## config.mk

```make
export PLATFORM = sky130hd
export DESIGN_NAME = fifo_axis_reader
export DESIGN_NICKNAME = d
export VERILOG_FILES = /design/src/rtl/fifo_axis_reader.sv
export SDC_FILE = /design/constraint.sdc
export NUM_CORES = 1
export LEC_CHECK = 0
export ABC_CLOCK_PERIOD_IN_PS = 3330
export BUFFER_PORTS_ARGS = -buffer_cell sky130_fd_sc_hd__buf_2
export CORE_MARGIN = 1.5
export CORE_UTILIZATION = 55
export DETAILED_ROUTE_END_ITERATION = 8
export HOLD_SLACK_MARGIN = 0.12
export PLACE_DENSITY = 0.88
export SETUP_SLACK_MARGIN = 0.4
export SYNTH_ARGS = -nofsm -noshare
export SYNTH_HDL_FRONTEND = slang
export SYNTH_SLANG_ARGS = --single-unit
```

## constraint.sdc

```tcl
create_clock -name rd_clk -period 3.33 [get_ports rd_clk]
set_input_delay 0.4995 -clock rd_clk [delete_from_list [all_inputs] [get_ports rd_clk]]
set_output_delay 0.4995 -clock rd_clk [all_outputs]
set_load 0.1 [all_outputs]
```

## src/rtl/fifo_axis_reader.sv

```systemverilog
// Read-side drain engine: pops a FIFO with one-cycle read latency into a 2-entry
// skid buffer and streams it out as valid/ready beats framed into PKT_LEN-beat packets.
module fifo_axis_reader #(
    parameter int DATA_SIZE = 8,
    parameter int PKT_LEN   = 4,
    parameter int CNT_W     = 16
) (
    input  logic                 rd_clk,
    input  logic                 rst,
    input  logic                 fifo_empty,
    output logic                 fifo_rd_en,
    input  logic [DATA_SIZE-1:0] fifo_data,
    output logic                 m_valid,
    input  logic                 m_ready,
    output logic [DATA_SIZE-1:0] m_data,
    output logic                 m_last,
    output logic [CNT_W-1:0]     pkt_cnt
);

    localparam logic [CNT_W-1:0] LAST_IDX = CNT_W'(PKT_LEN - 1);

    logic [1:0]           occ_q, occ_d;
    logic                 inf_q;
    logic [DATA_SIZE-1:0] head_q, head_d;
    logic [DATA_SIZE-1:0] skid_q, skid_d;
    logic [CNT_W-1:0]     bidx_q, bidx_d;
    logic [CNT_W-1:0]     pkt_q, pkt_d;
    logic                 pop;
    logic [1:0]           occ_kept;
    logic [2:0]           committed;

    assign m_valid = (occ_q != 2'd0);
    assign m_data  = head_q;
    assign m_last  = m_valid & (bidx_q == LAST_IDX);
    assign pkt_cnt = pkt_q;
    assign pop     = m_valid & m_ready;

    always_comb begin
        committed  = {1'b0, occ_q} + {2'b00, inf_q} - {2'b00, pop};
        // Issue a pop only if the word it returns is guaranteed a buffer slot.
        fifo_rd_en = rst & ~fifo_empty & (committed < 3'd2);
        occ_kept   = occ_q - {1'b0, pop};
        occ_d      = committed[1:0];
        head_d     = head_q;
        skid_d     = skid_q;
        bidx_d     = bidx_q;
        pkt_d      = pkt_q;
        if (pop && occ_q == 2'd2) begin
            head_d = skid_q;
        end
        // The returning word lands behind whatever survives this cycle's pop.
        if (inf_q) begin
            if (occ_kept == 2'd0) begin
                head_d = fifo_data;
            end else begin
                skid_d = fifo_data;
            end
        end
        if (pop) begin
            if (bidx_q == LAST_IDX) begin
                bidx_d = '0;
                pkt_d  = pkt_q + 1'b1;
            end else begin
                bidx_d = bidx_q + 1'b1;
            end
        end
    end

    always_ff @(posedge rd_clk or negedge rst) begin
        if (!rst) begin
            occ_q  <= 2'd0;
            inf_q  <= 1'b0;
            head_q <= '0;
            skid_q <= '0;
            bidx_q <= '0;
            pkt_q  <= '0;
        end else begin
            occ_q  <= occ_d;
            inf_q  <= fifo_rd_en;
            head_q <= head_d;
            skid_q <= skid_d;
            bidx_q <= bidx_d;
            pkt_q  <= pkt_d;
        end
    end

`ifndef SYNTHESIS
    a_no_overflow : assert property (@(posedge rd_clk) disable iff (!rst)
        !(inf_q && occ_q == 2'd2 && !pop))
        else $error("fifo_axis_reader: push into full skid buffer without pop");

    a_stall_stable : assert property (@(posedge rd_clk) disable iff (!rst)
        (m_valid && !m_ready) |=> (m_valid && $stable(m_data)))
        else $error("fifo_axis_reader: m_data changed or m_valid dropped while stalled");
`endif

endmodule

```

==> flow_metrics.tcl, run 1 <==
set metrics [dict create \
    outcome "complete, no violations" \
    slowest_stage "dfrtp_2" \
    setup_tns_ns 0 \
    layout_min_cycle_time_ns 2.911 \
    first_pass_iters 4 \
    die-area_mm2 0.004726 \
    clock_power_share_pct 19.1 \
    skew_ns 0.005187 \
    yosysWarnings 0 \
    combPwrFrac_pct 46.7 \
    peakVddDrop_mv 0.4630 \
    cp-start-kind "flip-flop" \
    yosysSeqAreaShare_pct 53.68 \
    antenna_found_initial 0 \
    ant_nets 0 \
    synth_flop_cell "dfrtp_1" \
    path_buf_inv 1 \
    max_stage_delay_ns 0.44 \
    grt-ovfl-total 0 \
    finalWirelength_mm 5.146 \
    grt_pass1_vias 1566 \
    path_clk_slew_ns 0.09 \
    n_fill_cell 290 \
    fin_util_pct 70.61 \
    wl_per_cell_um 17.04 \
    clkLatencyLatePin_ns 0.31 \
    synth_nets 218 \
    htree_levels 2 \
    synth_area_mm2 0.002377 \
    postSynthAreaPerCell_um2 11.77 \
    grt_max_degree 52 \
    crit_chain "o21ai_4, or2_4, nand2_4, ha_4, fa_2, xnor2_2, nor4b_4, buf_6" \
    finalMaxSlewViolations 0 \
    syn_to_final_growth_pct 21.37 \
    rsz0062_at_grt "yes" \
    antenna_cells 0 \
    p_total_mw 2.659 \
    vias 1703 \
    holdBufCountCts 0 \
    vias_per_cell 5.639 \
    async_flop_share_pct 100.0 \
    power_leakage_nw 1.436 \
    dieHeight_um 68.75 \
    internal_power_mw 1.435 \
    grtUsageMet1_pct 30.69 \
    path_depth 8 \
    io_pins 39 \
    worst_pin_slew_ns 0.7854 \
    netlist_instances 202 \
    seq_power_share_pct 34.2 \
    hold_violations 0 \
    use_met3_pct 5.032 \
    drive_gt1_share_pct 31.75 \
    crit_family "simple AND/OR/NAND/NOR gates" \
    max_freq_mhz 343.6 \
    switching_power_mw 1.224 \
    cts.path.max_buffers 2 \
    cts_tree "yes" \
    post-route-period-util_pct 87.40 \
    ys_ff_latch 51 \
    die_x_um 68.75 \
    synth_cell_types 37 \
    cts_root_buf "clkbuf_8" \
    synth_area_leader_cell "dfrtp_1" \
    synth_enable_flop_cells 0 \
    core_area_mm2 0.004086 \
    max_cap_viol_count 0 \
    port_buffers 38 \
    cts_buffers 5 \
    remaining_drc_errors 0 \
    use_met2_pct 35.82 \
    global_route.peak_usage_layer "met2" \
    synth.area.top_cells "dfrtp_1 54%, xnor2_1 8.1%, mux2_2 3.8%" \
    start_util_pct 58.18 \
    grt_first_pass_wirelength_mm 7.707 \
    drt-initial-drc-count 136 \
    rows 23 \
    power_density_mw_per_mm2 921.7 \
    cp.arrival_ns 2.41 \
    place.gp.congestion 0.8126 \
    critPathKind "flip-flop to primary output" \
    rr_worst_depth 6 \
    synth_top_area_share_pct 53.68 \
    setup_violations 0 \
    hold_class "primary input to asynchronous set/reset pin" \
    crit_path_end_kind "primary output" \
    crit_fanout 4 \
    dp_hpwl_mm 3.181 \
    grtUsageTotal_pct 22.49 \
    nets 267 \
    cts.sinks 51 \
    relSlewSlack_pct 47.29 \
    whs_ns 0.3687 \
    critPathRequiredTime_ns 2.83 \
    swShare_pct 46.03 \
]
-- synthesized netlist by cell type, types with 3 or more instances --
library cell	instances
and2_1	3
mux2i_1	8
inv_1	3
mux2_2	8
o21ai_0	10
nand4_1	12
and4_1	3
xnor2_1	22
nand2_1	18
ha_1	3
dfrtp_1	51
nand4_2	3
and3_1	8
nor2_1	6
nand3_1	7
xor2_1	7
-- metal layers --
layer / wire [um] / share of wire (%) / vias up
li1: - / - / 814
met1: 2229 / 43 / 832
met2: 2595 / 50 / 47
met3: 220 / 4.3 / 10
met4: 100 / 1.9 / 0
met5: 0 / 0 / -
-- area by class of cell --
class                      count  area, um^2  share of cell area [%]
clock inverter                 3       67.56                   2.342
tap                           50       62.56                   2.168
inverter                       3       11.26                  0.3903
multi-input combinational    143        1126                   39.03
timing repair buffer          47       270.3                   9.367
clock buffer                   5       68.82                   2.385
sequential                    51        1279                   44.32
-- worst paths after layout --
path / from / to / slack [ns]
max: occ_q[1]$_DFF_PN0_ / fifo_rd_en / 0.42
max in group asynchronous: rst / occ_q[0]$_DFF_PN0_ / 2.53
max reg2reg: bidx_q[0]$_DFFE_PN0P_ / pkt_cnt[1]$_DFFE_PN0P_ / 1.00
min reg2reg: pkt_cnt[15]$_DFFE_PN0P_ / pkt_cnt[15]$_DFFE_PN0P_ / 0.48
min in group rd_clk: fifo_empty / inf_q$_DFF_PN0_ / 0.37
min: rst / bidx_q[6]$_DFFE_PN0P_ / 0.37
-- power groups by stage --
| stage | Sequential (mW) | Combinational, mW | Clock [mW] |
|---|---|---|---|
| floorplan | 1.34 | 0.516 | 0 |
| global placement | 0.924 | 1.08 | 0 |
| detailed placement | 0.933 | 1.11 | 0 |
| CTS | 0.905 | 1.16 | 0.515 |
| global route | 0.933 | 1.31 | 0.534 |
| finish | 0.908 | 1.24 | 0.509 |
-- cell families (layout without fill, tap and decap cells) --
| kind of cell | after synthesis | after routing | synth area share, % |
|---|---|---|---|
| AND/OR/NAND/NOR | 77 | 77 | 19.95 |
| flip-flops | 51 | 51 | 53.68 |
| buffers and inverters | 8 | 58 | 1.684 |
| AO/OA/AOI/OAI | 16 | 16 | 3.947 |
| multiplexers | 17 | 17 | 7.632 |
| adder cells (fa/ha/maj) | 4 | 4 | 2.421 |
| XOR/XNOR | 29 | 29 | 10.68 |
-- timing repair --
action	4_1_cts	5_1_grt
cloned	0	0
buffers inserted	2	3
setup endpoints to repair	2	2
pin swaps	0	5
resized for setup	4	7
-- layout by cell type, fill, tap and decap left out, drive strengths merged, types with 3 or more instances in the layout --
cell type	synthesis	routed
xor2	7	7
dfrtp	51	51
mux2i	8	8
clkbuf	2	5
nand3	7	7
and3	8	8
nand4	15	15
or4	3	3
o21ai	11	11
nand2	18	18
and4	3	3
ha	3	3
buf	3	47
nor2	6	6
mux2	9	9
inv	3	3
nor4	3	3
and2	3	3
xnor2	22	22
-- flip-flops by register name (all words and copies together) (netlist names) --
name	count
inf_q	1
occ_q	2
skid_q	8
pkt_cnt	16
m_data	8
bidx_q	16
-- through the flow --
step / instances / instance area [um^2] / worst slack [ns]
after floorplan: 202 / 2416 / 0.1772
after global placement: 289 / 2664 / 0.3691
after detailed placement: 289 / 2664 / 0.3220
after CTS: 299 / 2825 / 0.3716
after global routing: 302 / 2885 / 0.3361
final: 302 / 2885 / 0.4194
(Power assumes the default switching activity.)
==> run 2, diff against run 1 <==
- ABC_AREA: default -> 1
- PLACE_DENSITY: 0.88 -> 0.87
==> run 2 against run 1 <==
Net effect:
- routed wire length up 14%
- largest cell class is now multi-input combinational cells
- total power decreased by 1.7%
- non-clock buffer count decreased by 2
- register-to-register slack improved by 0.39 ns
- highest routed layer unchanged
==> flow_metrics.tcl, run 2 <==
set metrics [dict create \
    cts.path.max_buffers 2 \
    io_pins 39 \
    worst_pin_slew_ns 0.6414 \
    synth_top_family_by_area "simple AND/OR/NAND/NOR gates" \
    hold_violations 0 \
    drive_gt1_share_pct 19.18 \
    grt_max_degree 52 \
    holdBufCountCts 0 \
    synth_mux_area_share_pct 0 \
    skew_ns 0.01091 \
    cts.sinks 51 \
    grtUsageTotal_pct 22.61 \
    synth_flop_cell "dfrtp_1" \
    core_area_mm2 0.004848 \
    dp_hpwl_mm 4.171 \
    synth-compound-area-share_pct 8.392 \
    layout_commonest_cell "nand2_1" \
    cp-start-kind "flip-flop" \
    swShare_pct 47.97 \
    postPlaceCellArea_mm2 0.003108 \
    hold_class "primary input to asynchronous set/reset pin" \
    postSynthAreaPerCell_um2 7.635 \
    netlist_instances 371 \
    finalWirelength_mm 5.845 \
    die-area_mm2 0.005590 \
    start_util_pct 58.43 \
    vias_per_cell 5.147 \
    die_x_um 74.77 \
    post-route-period-util_pct 86.09 \
    setup_violations 0 \
    dp.cells 471 \
    grt_first_pass_wirelength_mm 9.791 \
    combPwrFrac_pct 47.6 \
    synth_enable_flop_cells 0 \
    first_pass_iters 5 \
    yosysSeqAreaShare_pct 45.05 \
    synth_area_leader_cell "dfrtp_1" \
    nets 432 \
    crit_fanout 5 \
    ant_nets 0 \
    place.gp.congestion 0.8661 \
    grt_pass1_vias 2238 \
    fin_cells 484 \
    antenna_found_initial 0 \
    path_clk_slew_ns 0.10 \
    max_cap_viol_count 0 \
    synth_top_area_share_pct 45.05 \
    seq_power_share_pct 35.3 \
    vias 2491 \
    switching_power_mw 1.255 \
    stdcell_area_mm2 0.003313 \
    outcome "complete, no violations" \
    cp.arrival_ns 2.37 \
    synth_cell_types 31 \
    peakVddDrop_mv 0.9487 \
    cts_buffers 5 \
    power_leakage_nw 1.703 \
    rsz0062_at_grt "yes" \
    drt-initial-drc-count 137 \
    relSlewSlack_pct 57.24 \
    critPathKind "flip-flop to primary output" \
    synth_simple_gate_area_share_pct 31.40 \
    synthAdderAreaFrac_pct 2.032 \
    htree_levels 2 \
    dieHeight_um 74.77 \
    max_freq_mhz 348.8 \
    critPathRequiredTime_ns 2.83 \
    remaining_drc_errors 0 \
    finalMaxSlewViolations 0 \
    crit_path_end_kind "primary output" \
    synth_nets 387 \
    internal_power_mw 1.361 \
    ys_ff_latch 51 \
    grt-ovfl-total 0 \
    syn_to_final_growth_pct 16.96 \
    yosysWarnings 0 \
    synth_common_cells "120 x nand2_1, 51 x dfrtp_1, 50 x inv_1" \
    layout_min_cycle_time_ns 2.867 \
    antenna_cells 0 \
    setup_tns_ns 0 \
    port_buffers 38 \
    synthXorXnorAreaFrac_pct 4.019 \
    clock_power_share_pct 17.2 \
    synth_most_common_cell "nand2_1" \
    rows 25 \
    final_cell_mix "117 x nand2_1, 49 x dfrtp_1, 48 x inv_1" \
    power_density_mw_per_mm2 789.4 \
    synth.area.top_cells "dfrtp_1 45%, nand2_1 16%, inv_1 6.6%" \
    async_flop_share_pct 100.0 \
    cts_tree "yes" \
    cts_root_buf "clkbuf_8" \
    clkLatencyLatePin_ns 0.31 \
    wl_per_cell_um 12.08 \
    synth_area_mm2 0.002833 \
]
==> run 2: worst paths after layout <==
kind,startpoint,to,slack (ns),cells past startpoint
worst max-delay path,occ_q[1]$_DFF_PN0_,fifo_rd_en,0.46,9
worst min-delay path,rst,pkt_cnt[4]$_DFFE_PN0P_,0.37,2
worst max register to register,occ_q[1]$_DFF_PN0_,inf_q$_DFF_PN0_,1.39,8
worst min register to register,bidx_q[15]$_DFFE_PN0P_,bidx_q[15]$_DFFE_PN0P_,0.49,1
max in group asynchronous,rst,occ_q[1]$_DFF_PN0_,2.50,2
min in group rd_clk,fifo_empty,inf_q$_DFF_PN0_,0.37,2
==> run 2: cell type report <==
| class | instances | area (um^2) |
|---|---|---|
| tap | 67 | 83.83 |
| inverter | 52 | 200.2 |
| sequential | 51 | 1279 |
| timing repair buffer | 45 | 257.7 |
| clock inverter | 3 | 47.55 |
| fill | 390 | 1535 |
| multi-input combinational | 261 | 1376 |
| clock buffer | 5 | 68.82 |
==> run 2: layer usage <==
metal  routed length (um)  share of wire [%]  track usage [%]  vias up
met5                    0                  0                0        -
met4                   80                1.4            7.677        0
met3                  292                5.0            4.284        8
met2                 2786                 48            36.51       81
met1                 2685                 46            30.85     1149
li1                     -                  -                -     1253
==> run 2: kinds of logic after synthesis <==
| family | Yosys count |
|---|---|
| buffers and inverters | 59 |
| XOR/XNOR | 13 |
| AND/OR/NAND/NOR | 203 |
| flip-flops | 51 |
| adder cells (fa/ha/maj) | 4 |
| AO/OA/AOI/OAI | 41 |
==> run 2: worst max-delay path, stage by stage, from the launching register on <==
cell and delay (ns):
dfrtp_2 0.48, nor2_4 0.15, nor2_4 0.04, nand2_2 0.07
nand2_2 0.07, ha_4 0.16, fa_2 0.35, xnor2_2 0.17
nor4b_4 0.35, buf_12 0.22
==> run 2: per-stage QoR <==
stage | utilization [%] | hold WS, ns | total power, mW | setup slack [ns]
after floorplan | - | 0.2039 | 1.845 | 0.1289
after global placement | 64.10 | 0.4577 | 2.005 | 0.6831
after detailed placement | 64.10 | 0.4647 | 2.052 | 0.6166
after CTS | 66.58 | 0.3598 | 2.510 | 0.4015
after global routing | 68.34 | 0.3573 | 2.759 | 0.3596
final | 68.34 | 0.3657 | 2.615 | 0.4631
==> run 2: repair_timing <==
action	4_1_cts	5_1_grt
resized for setup	2	10
pin swaps	1	6
endpoints found under the setup margin	1	1
setup buffers	0	5
==> run 2: power groups by stage <==
stage	Sequential [mW]	Clock, mW	Combinational, mW
2_1_floorplan	1.26	0	0.584
3_3_place_gp	0.910	0	1.09
3_5_place_dp	0.918	0	1.13
4_1_cts	0.911	0.459	1.14
5_1_grt	0.939	0.482	1.34
6_report	0.923	0.449	1.24
==> run 3, diff against run 2 <==
- BUFFER_PORTS_ARGS: -buffer_cell sky130_fd_sc_hd__buf_2 -> default
- DONT_BUFFER_PORTS: default -> 1
- PLACE_DENSITY: 0.87 -> 0.8
==> run 3 against run 2 <==
Net effect:
- sequential power increased by 39%
- register-to-register slack worse by 0.23 ns
- clock power decreased by 15%
- critical endpoint unchanged
- via count is 2.2% lower
- non-clock buffer count shrank 19
- setup slack lost 0.024 ns
- highest routed layer unchanged
- clock skew grew 0.0014 ns
- critical path depth unchanged
- final cell count decreased by 3.9%
- hold slack worse by 0.037 ns
- sequential cell count is the same
- largest power group is now sequential cells
==> flow_metrics.tcl, run 3 (same netlist as run 2, synthesis figures left out) <==
set metrics [dict create \
    ant_nets 0 \
    internal_power_mw 1.230 \
    cts.sinks 51 \
    path_clk_slew_ns 0.10 \
    combPwrFrac_pct 32.4 \
    fin_util_pct 66.53 \
    seq_power_share_pct 52.0 \
    dp_hpwl_mm 4.087 \
    wl_per_cell_um 12.69 \
    place.gp.congestion 0.8922 \
    multi_input_area_mm2 0.001351 \
    switching_power_mw 1.226 \
    rows 25 \
    cts_tree "yes" \
    power_density_mw_per_mm2 761.3 \
    max_stage_delay_ns 0.46 \
    die-area_mm2 0.005590 \
    crit_path_end_kind "primary output" \
    clock_power_share_pct 15.5 \
    final_cell_mix "119 x nand2_1, 51 x dfrtp_1, 48 x inv_1" \
    max_freq_mhz 346.0 \
    power_leakage_nw 1.619 \
    port_buffers 0 \
    setup_violations 0 \
    outcome "complete, no violations" \
    setup_tns_ns 0 \
    remaining_drc_errors 0 \
    vias 2435 \
    grtUsageTotal_pct 23.07 \
    skew_ns 0.01234 \
    grt_max_degree 52 \
    dieHeight_um 74.77 \
    grt_pass1_vias 2217 \
    antenna_cells 0 \
    core_area_mm2 0.004848 \
    cts_buffers 5 \
    relSlewSlack_pct 32.08 \
    syn_to_final_growth_pct 13.87 \
    grt-ovfl-total 0 \
    post-route-period-util_pct 86.80 \
    critPathRequiredTime_ns 2.83 \
    max_cap_viol_count 0 \
    crit_chain "inv_2, nand2_8, nand2_8, nand2_1, nand2_1, ha_2, fa_2, nor4b_4, buf_6" \
    vias_per_cell 5.237 \
    critPathKind "flip-flop to primary output" \
    finalWirelength_mm 5.901 \
    r2r-start "occ_q[0]$_DFF_PN0_" \
    worst_pin_slew_ns 1.019 \
    first_pass_iters 4 \
    worst_slack_ns 0.4395 \
    clkLatencyLatePin_ns 0.31 \
    nets 413 \
    die_x_um 74.77 \
    htree_levels 2 \
    slowest_stage "fa_2" \
    peakVddDrop_mv 0.6756 \
    cp-startpoint "occ_q[0]$_DFF_PN0_" \
    n_fill_cell 398 \
    start_util_pct 58.43 \
    crit_family "simple AND/OR/NAND/NOR gates" \
    antenna_found_initial 0 \
    layout_commonest_cell "nand2_1" \
    drive_gt1_share_pct 14.07 \
    hold_class "primary input to flip-flop" \
    crit_fanout 2 \
    swShare_pct 49.92 \
    io_pins 39 \
    cp.arrival_ns 2.39 \
    final-seq-area_mm2 0.001276 \
    rsz0062_at_grt "yes" \
    layout_min_cycle_time_ns 2.891 \
    hold_violations 0 \
    path_buf_inv 2 \
    post-place-ws_ns 0.5471 \
    finalMaxSlewViolations 0 \
    cts_root_buf "clkbuf_8" \
    cp-start-kind "flip-flop" \
    whs_ns 0.3282 \
    drt-initial-drc-count 200 \
    cts.path.max_buffers 2 \
    grt_first_pass_wirelength_mm 9.798 \
    min_from "fifo_data[7]" \
    p_total_mw 2.456 \
]
==> run 3: cell count changes in the layout (fill, tap and decap cells not counted), moves of 2 or more <==
| cell | previous run | this run |
|---|---|---|
| dfrtp_1 | 49 | 51 |
| dfrtp_2 | 2 | 0 |
| buf_2 | 37 | 0 |
| inv_2 | 2 | 4 |
| nand2_1 | 117 | 119 |
| buf_4 | 7 | 23 |
| inv_4 | 2 | 0 |
==> run 3: cell type report <==
class | instances | share of cell area [%]
inverters | 52 | 6.051
well taps | 67 | 2.599
multi-input cells | 261 | 41.89
clock inverters | 3 | 0.8922
clock buffers | 5 | 2.133
repair buffers | 26 | 6.866
flip-flops and latches | 51 | 39.57
==> run 3: path summary, 6_finish.rpt <==
kind	end	slack, ns	cells after the start
min	skid_q[7]$_DFFE_PN0P_	0.33	2
max reg2reg	inf_q$_DFF_PN0_	1.16	9
max in group asynchronous	pkt_cnt[3]$_DFFE_PN0P_	2.38	2
min in group asynchronous	pkt_cnt[15]$_DFFE_PN0P_	0.73	2
min reg2reg	bidx_q[15]$_DFFE_PN0P_	0.48	1
max	fifo_rd_en	0.44	9
==> run 3: metal layers <==
metal | part of all wire, % | track usage [%] | up-vias
met1 | 45 | 30.51 | 1136
met4 | 0.80 | 5.253 | 0
met3 | 5.6 | 6.024 | 6
met5 | 0 | 0 | -
met2 | 49 | 38.39 | 70
li1 | - | - | 1223
==> run 3: timing repair <==
action / 4_1_cts / 5_1_grt
pin swaps: 4 / 2
endpoints found under the hold margin: 51 / 0
hold buffers: 2 / 0
setup endpoints to repair: 1 / 1
setup buffers: 7 / 1
resized for setup: 4 / 0
==> run 3: worst reg2reg max path, stage by stage, from the launching register on <==
cell and delay (ns):
dfrtp_1 0.41, inv_2 0.11, nand2_8 0.16, nand2_8 0.10
nand2_1 0.05, nand2_1 0.07, ha_2 0.18, fa_2 0.46
nor4b_4 0.28, buf_6 0.26
==> run 3: power groups by stage <==
stage          logic [mW]  registers, mW  clock network (mW)
6_report            0.796           1.28               0.382
2_1_floorplan       0.584           1.26                   0
4_1_cts             0.785           1.28               0.392
3_5_place_dp        0.668           1.30                   0
5_1_grt             0.882           1.30               0.415
3_3_place_gp        0.633           1.29                   0
==> run 3: through the flow <==
stage | cells | instance area, um^2
4_1_cts | 464 | 3218
6_report | 465 | 3226
5_1_grt | 465 | 3226
3_5_place_dp | 447 | 3010
3_3_place_gp | 447 | 3010
2_1_floorplan | 371 | 2870
